`src/rtl/traffic_phase_scheduler.sv`:
```
// Traffic phase scheduler: debounces four phase requests, ages them and offers one
// phase at a time to the light controller, with emergency preemption and starvation relief.
//   state  | meaning
//   IDLE   | nothing pending, no preemption outstanding
//   ARB    | one-cycle arbitration, registers the chosen phase into grant_phase
//   OFFER  | grant_valid held with a stable grant_phase until grant_ready
//   ACTIVE | granted phase running on the lights, waiting for phase_done
module traffic_phase_scheduler #(
    parameter int DEBOUNCE   = 3,
    parameter int STARVE_MAX = 20
) (
    input  logic       clk,
    input  logic       reset,
    input  logic       ew_str_sensor,
    input  logic       ew_left_sensor,
    input  logic       ns_sensor,
    input  logic       ped_button,
    input  logic       preempt,
    input  logic [1:0] preempt_phase,
    output logic       grant_valid,
    output logic [1:0] grant_phase,
    input  logic       grant_ready,
    input  logic       phase_done,
    output logic       abort,
    output logic [3:0] pending,
    output logic       busy
);

    localparam int CW = (DEBOUNCE > 1) ? $clog2(DEBOUNCE) : 1;

    typedef enum logic [1:0] {IDLE, ARB, OFFER, ACTIVE} state_t;

    state_t          state;
    state_t          state_nx;
    logic [3:0]      raw;
    logic [3:0]      filt;
    logic [3:0]      starved;
    logic [CW-1:0]   db_cnt [4];
    logic [7:0]      age [4];
    logic            preempt_pend;
    logic [1:0]      preempt_id;
    logic [1:0]      last_granted;
    logic [1:0]      arb_phase;
    logic [1:0]      rr_idx;
    logic            arb_found;
    logic            arb_pre;
    logic            grant_pre;
    logic            abort_sent;
    logic            abort_nx;
    logic            accept;
    logic            go_arb;
    logic            in_grant;

    assign raw         = {ped_button, ns_sensor, ew_left_sensor, ew_str_sensor};
    assign accept      = (state == OFFER) && grant_ready;
    assign go_arb      = (|pending) || preempt_pend;
    assign in_grant    = (state == OFFER) || (state == ACTIVE);
    assign grant_valid = (state == OFFER);
    assign busy        = (state != IDLE);

    always_comb begin
        for (int i = 0; i < 4; i++) begin
            starved[i] = (int'(age[i]) >= STARVE_MAX);
        end
    end

    // Priority: preemption, then lowest starved index, then round-robin after last_granted.
    always_comb begin
        arb_found = 1'b0;
        arb_phase = 2'd0;
        arb_pre   = 1'b0;
        rr_idx    = 2'd0;
        if (preempt_pend) begin
            arb_found = 1'b1;
            arb_phase = preempt_id;
            arb_pre   = 1'b1;
        end else if (|starved) begin
            arb_found = 1'b1;
            for (int i = 3; i >= 0; i--) begin
                if (starved[i]) arb_phase = 2'(i);
            end
        end else begin
            for (int k = 3; k >= 0; k--) begin
                rr_idx = last_granted + 2'd1 + 2'(k);
                if (pending[rr_idx]) begin
                    arb_found = 1'b1;
                    arb_phase = rr_idx;
                end
            end
        end
    end

    always_comb begin
        state_nx = state;
        abort_nx = (state == ACTIVE) && preempt_pend && (preempt_id != grant_phase)
                   && !abort_sent && !phase_done;
        case (state)
            IDLE:    if (go_arb) state_nx = ARB;
            ARB:     state_nx = arb_found ? OFFER : IDLE;
            OFFER:   if (grant_ready) state_nx = ACTIVE;
            ACTIVE:  if (phase_done) state_nx = go_arb ? ARB : IDLE;
            default: state_nx = IDLE;
        endcase
    end

    always_ff @(posedge clk or negedge reset) begin
        if (!reset) begin
            state <= IDLE;
        end else begin
            state <= state_nx;
        end
    end

    always_ff @(posedge clk or negedge reset) begin
        if (!reset) begin
            filt         <= '0;
            pending      <= '0;
            preempt_pend <= 1'b0;
            preempt_id   <= 2'd0;
            last_granted <= 2'd3;
            grant_phase  <= 2'd0;
            grant_pre    <= 1'b0;
            abort        <= 1'b0;
            abort_sent   <= 1'b0;
            for (int n = 0; n < 4; n++) begin
                db_cnt[n] <= '0;
                age[n]    <= '0;
            end
        end else begin
            for (int n = 0; n < 4; n++) begin
                if (raw[n] != filt[n]) begin
                    if (db_cnt[n] == CW'(DEBOUNCE - 1)) begin
                        filt[n]   <= raw[n];
                        db_cnt[n] <= '0;
                    end else begin
                        db_cnt[n] <= db_cnt[n] + CW'(1);
                    end
                end else begin
                    db_cnt[n] <= '0;
                end

                if (accept && (grant_phase == 2'(n))) begin
                    pending[n] <= 1'b0;
                    age[n]     <= '0;
                end else begin
                    pending[n] <= pending[n] | filt[n];
                    if (!pending[n]) begin
                        age[n] <= '0;
                    end else if (!(in_grant && (grant_phase == 2'(n))) && (age[n] != 8'hFF)) begin
                        age[n] <= age[n] + 8'd1;
                    end
                end
            end

            // A fresh preempt request always overrides any clearing on the same edge.
            if (preempt) begin
                preempt_pend <= 1'b1;
                preempt_id   <= preempt_phase;
            end else if (accept && grant_pre && (preempt_id == grant_phase)) begin
                preempt_pend <= 1'b0;
            end else if ((state == ACTIVE) && preempt_pend && (preempt_id == grant_phase)) begin
                preempt_pend <= 1'b0;
            end

            if ((state == ARB) && arb_found) begin
                grant_phase <= arb_phase;
                grant_pre   <= arb_pre;
            end

            abort <= abort_nx;
            if (accept) begin
                last_granted <= grant_phase;
                abort_sent   <= 1'b0;
            end else if (abort_nx) begin
                abort_sent <= 1'b1;
            end
        end
    end

endmodule

```
`config.mk`:
```
export PLATFORM = sky130hd
export DESIGN_NAME = traffic_phase_scheduler
export DESIGN_NICKNAME = d
export VERILOG_FILES = /design/src/rtl/traffic_phase_scheduler.sv
export SDC_FILE = /design/constraint.sdc
export NUM_CORES = 1
export LEC_CHECK = 0
export BUFFER_PORTS_ARGS = -buffer_cell sky130_fd_sc_hd__clkbuf_2
export CAP_MARGIN = 20
export CORE_UTILIZATION = 50
export CTS_BUF_LIST = sky130_fd_sc_hd__clkbuf_2
export CTS_CLUSTER_SIZE = 10
export DETAILED_ROUTE_END_ITERATION = 10
export PLACE_DENSITY = 0.68
export SETUP_SLACK_MARGIN = 0.3
export SLEW_MARGIN = 0
export SYNTH_ARGS = -nofsm -noshare
export SYNTH_HDL_FRONTEND = slang
export SYNTH_SLANG_ARGS = --single-unit
```
`constraint.sdc`:
```
create_clock -name clk -period 3.2 [get_ports clk]
set_input_delay 0.96 -clock clk [delete_from_list [all_inputs] [get_ports clk]]
set_output_delay 0.96 -clock clk [all_outputs]
set_load 0.1 [all_outputs]
```
==> flow_summary.toml <==
[power]
p_leak_nw = 1.521
power.density_nw_per_um2 = 987.8
peakVddDrop_mv = 0.4777
p_total_mw = 3.336

[drt]
drt_first_pass_iters = 4
via_per_inst = 5.319
top_layer = "met4"
ant_nets = 0
drt_iter0_drc = 87
route.met3.wl_um = 241
wl_met1_um = 2767
drc = 0
vias = 2186
wl_met2_um = 2653
wl_per_cell_um = 13.97
routed_wl_um = 5740

[floorplan]
io_pins = 20
die_area_um2 = 6468
rows = 28
die_h_um = 80.43
coreArea_um2 = 5921
dieWidth_um = 80.43
start_util_pct = 51.94

[setup_path]
slowest_delay_ns = 0.62
path_cells = "and2b_1, buf_2"
crit_slowest_cell = "dfrtp_1"
critPathMaxFanout = 12
critical_path_arrival_ns = 1.81
r2r_cells = 5
cp_num_cells = 2
path_class = "flop to primary output"
crit_buf_inv = 1
crit_path_start_kind = "flop"
critical_path_required_ns = 2.24
endpoint_kind = "primary output"
critPathTopFamily = "flip-flops"

[synth]
synth-edff-count = 0
synthDistinctLibCells = 50
synth_nets = 324
syn-instance-count = 305
ys_warn_count = 0
synth.avg_cell_area_um2 = 10.08
netlist_area_um2 = 3075
ys_dominant_reg_cell = "dfrtp_1"
postSynth.asyncResetShare_pct = 100.0
seq_area_frac_synth_pct = 48.90
ys_ff_latch = 60

[cts]
cts_sinks = 60
cts_root_buf = "clkbuf_2"
htree_levels = 3
path_clk_slew_ns = 0.19
cts_made_buffers = 9
cts_tree = "yes"
cts_setup_buffers = 0
hold_buffers = 0
insertion_delay_ns = 0.50
ctsLongestPathBuffers = 2

[layout]
n_antenna_cell = 0
design_area_um2 = 3377
postLayoutCoreUtil_pct = 57.04
instances_no_fill = 411
drive_gt1_share_pct = 16.37
fin_nets = 350
area_growth_pct = 9.805

[status]
status = "complete, no violations"

[sta]
worst_slew_pin_slew_ns = 0.7451
timing.hold.ws_ns = 0.4569
timing.final.crit_share_pct = 86.64
fin_skew_ns = 0.01404
period_minus_slack_ns = 2.772
rsz0062_at_grt = "no"
slew_headroom_pct = 50.33
fmaxAchievable_mhz = 360.7
setup_viol = 0
setup_slack_ns = 0.4275
hold_violations = 0
drv_slew = 0
setup_tns_ns = 0

[placement]
routabilityCongestion = 0.8150
io_buffer_count = 19
dp_cells = 395
dp_hpwl_um = 4008
pre_cts_ws_ns = 0.9511
dpl-instance-area_um2 = 3254

[grt]
track_usage_pct = 19.65
grt_max_degree = 34
grt_pass1_vias = 2042
overflow = 0
grt_pass1_wl_um = 9459
antenna_found_initial = 0

[worst_hold_path]
hp-class = "flop to flop"
worstHoldPathCells = 1

[flow_run]
drv_cap = 0
## routing by layer
| metal | track usage, % | vias to the layer above |
|---|---|---|
| li1 | - | 1102 |
| met1 | 25.06 | 1046 |
| met2 | 30.34 | 30 |
| met3 | 7.386 | 8 |
| met4 | 7.143 | 0 |
| met5 | 0 | - |
## layout by cell type (no fill, tap or decap), types with 5 or more instances in the layout
cell	count
a21oi_1	5
nor3b_1	5
nand4_1	9
dfrtp_1	58
nor3_1	14
xor2_1	12
nand2_1	25
inv_1	18
mux2_2	7
ha_1	8
nor2_1	49
clkbuf_2	27
nand3_1	12
xnor2_1	21
## sequential cells by signal (all words and copies together) (netlist names), named ones only
register      cells
abort_sent        1
last_granted      2
grant_pre         1
age              32
filt              4
preempt_pend      1
grant_phase       2
abort             1
db_cnt            8
pending           4
preempt_id        2
state             1
## where the power goes
group	switching, mW	internal [mW]	leakage [nW]	total (mW)
clock network	0.306	0.181	0.0603	0.487
logic	0.879	0.534	0.721	1.41
registers	0.386	1.05	0.740	1.44
## worst paths after layout
path                                startpoint         endpoint  slack, ns
worst max-delay path                      flop      grant_valid       0.43
worst min-delay path                 db_cnt[1]        db_cnt[0]       0.46
worst max register to register  grant_phase[0]          age[30]       1.34
worst min register to register       db_cnt[1]        db_cnt[0]       0.46
max in group asynchronous                reset  last_granted[0]       2.02
min in group asynchronous                reset        db_cnt[0]       0.49
## synth_stat cells, drive strengths merged, types with 5 or more instances
| cell type | count | share of area [%] |
|---|---|---|
| a21oi | 5 | 0.81 |
| dfrtp | 58 | 47 |
| ha | 8 | 3.3 |
| inv | 18 | 2.2 |
| mux2 | 10 | 4.0 |
| nand2 | 25 | 3.1 |
| nand3 | 12 | 2.0 |
| nand4 | 9 | 1.8 |
| nor2 | 50 | 6.3 |
| nor3 | 14 | 2.3 |
| nor3b | 5 | 1.2 |
| o21ai | 8 | 1.4 |
| xnor2 | 21 | 6.0 |
| xor2 | 12 | 3.4 |
## area by class of cell
| type | count | area [um2] |
|---|---|---|
| Fill cell | 532 | 2544 |
| Sequential cell | 60 | 1504 |
| Multi-Input combinational cell | 222 | 1474 |
| Timing Repair Buffer | 20 | 115.1 |
| Tap cell | 75 | 93.84 |
| Clock inverter | 7 | 77.57 |
| Inverter | 18 | 67.56 |
| Clock buffer | 9 | 45.04 |
## what timing repair did
item | CTS | global route
hold endpoints to repair | 0 | 0
setup endpoints to repair | 0 | 1
resized for setup | 0 | 1
## logic make-up (layout without fill, tap and decap cells)
logic type	after synthesis	count (layout)	synth area share (%)
and+or+nand+nor	133	133	20.83
DFF	60	60	48.90
AOI/OAI and AO/OA	35	35	9.439
xor gates and xnor gates	33	33	9.398
buffers and inverters	23	54	3.173
muxes	13	13	5.004
adders and majority gates	8	8	3.255
Power figures use the tool's default switching activity.
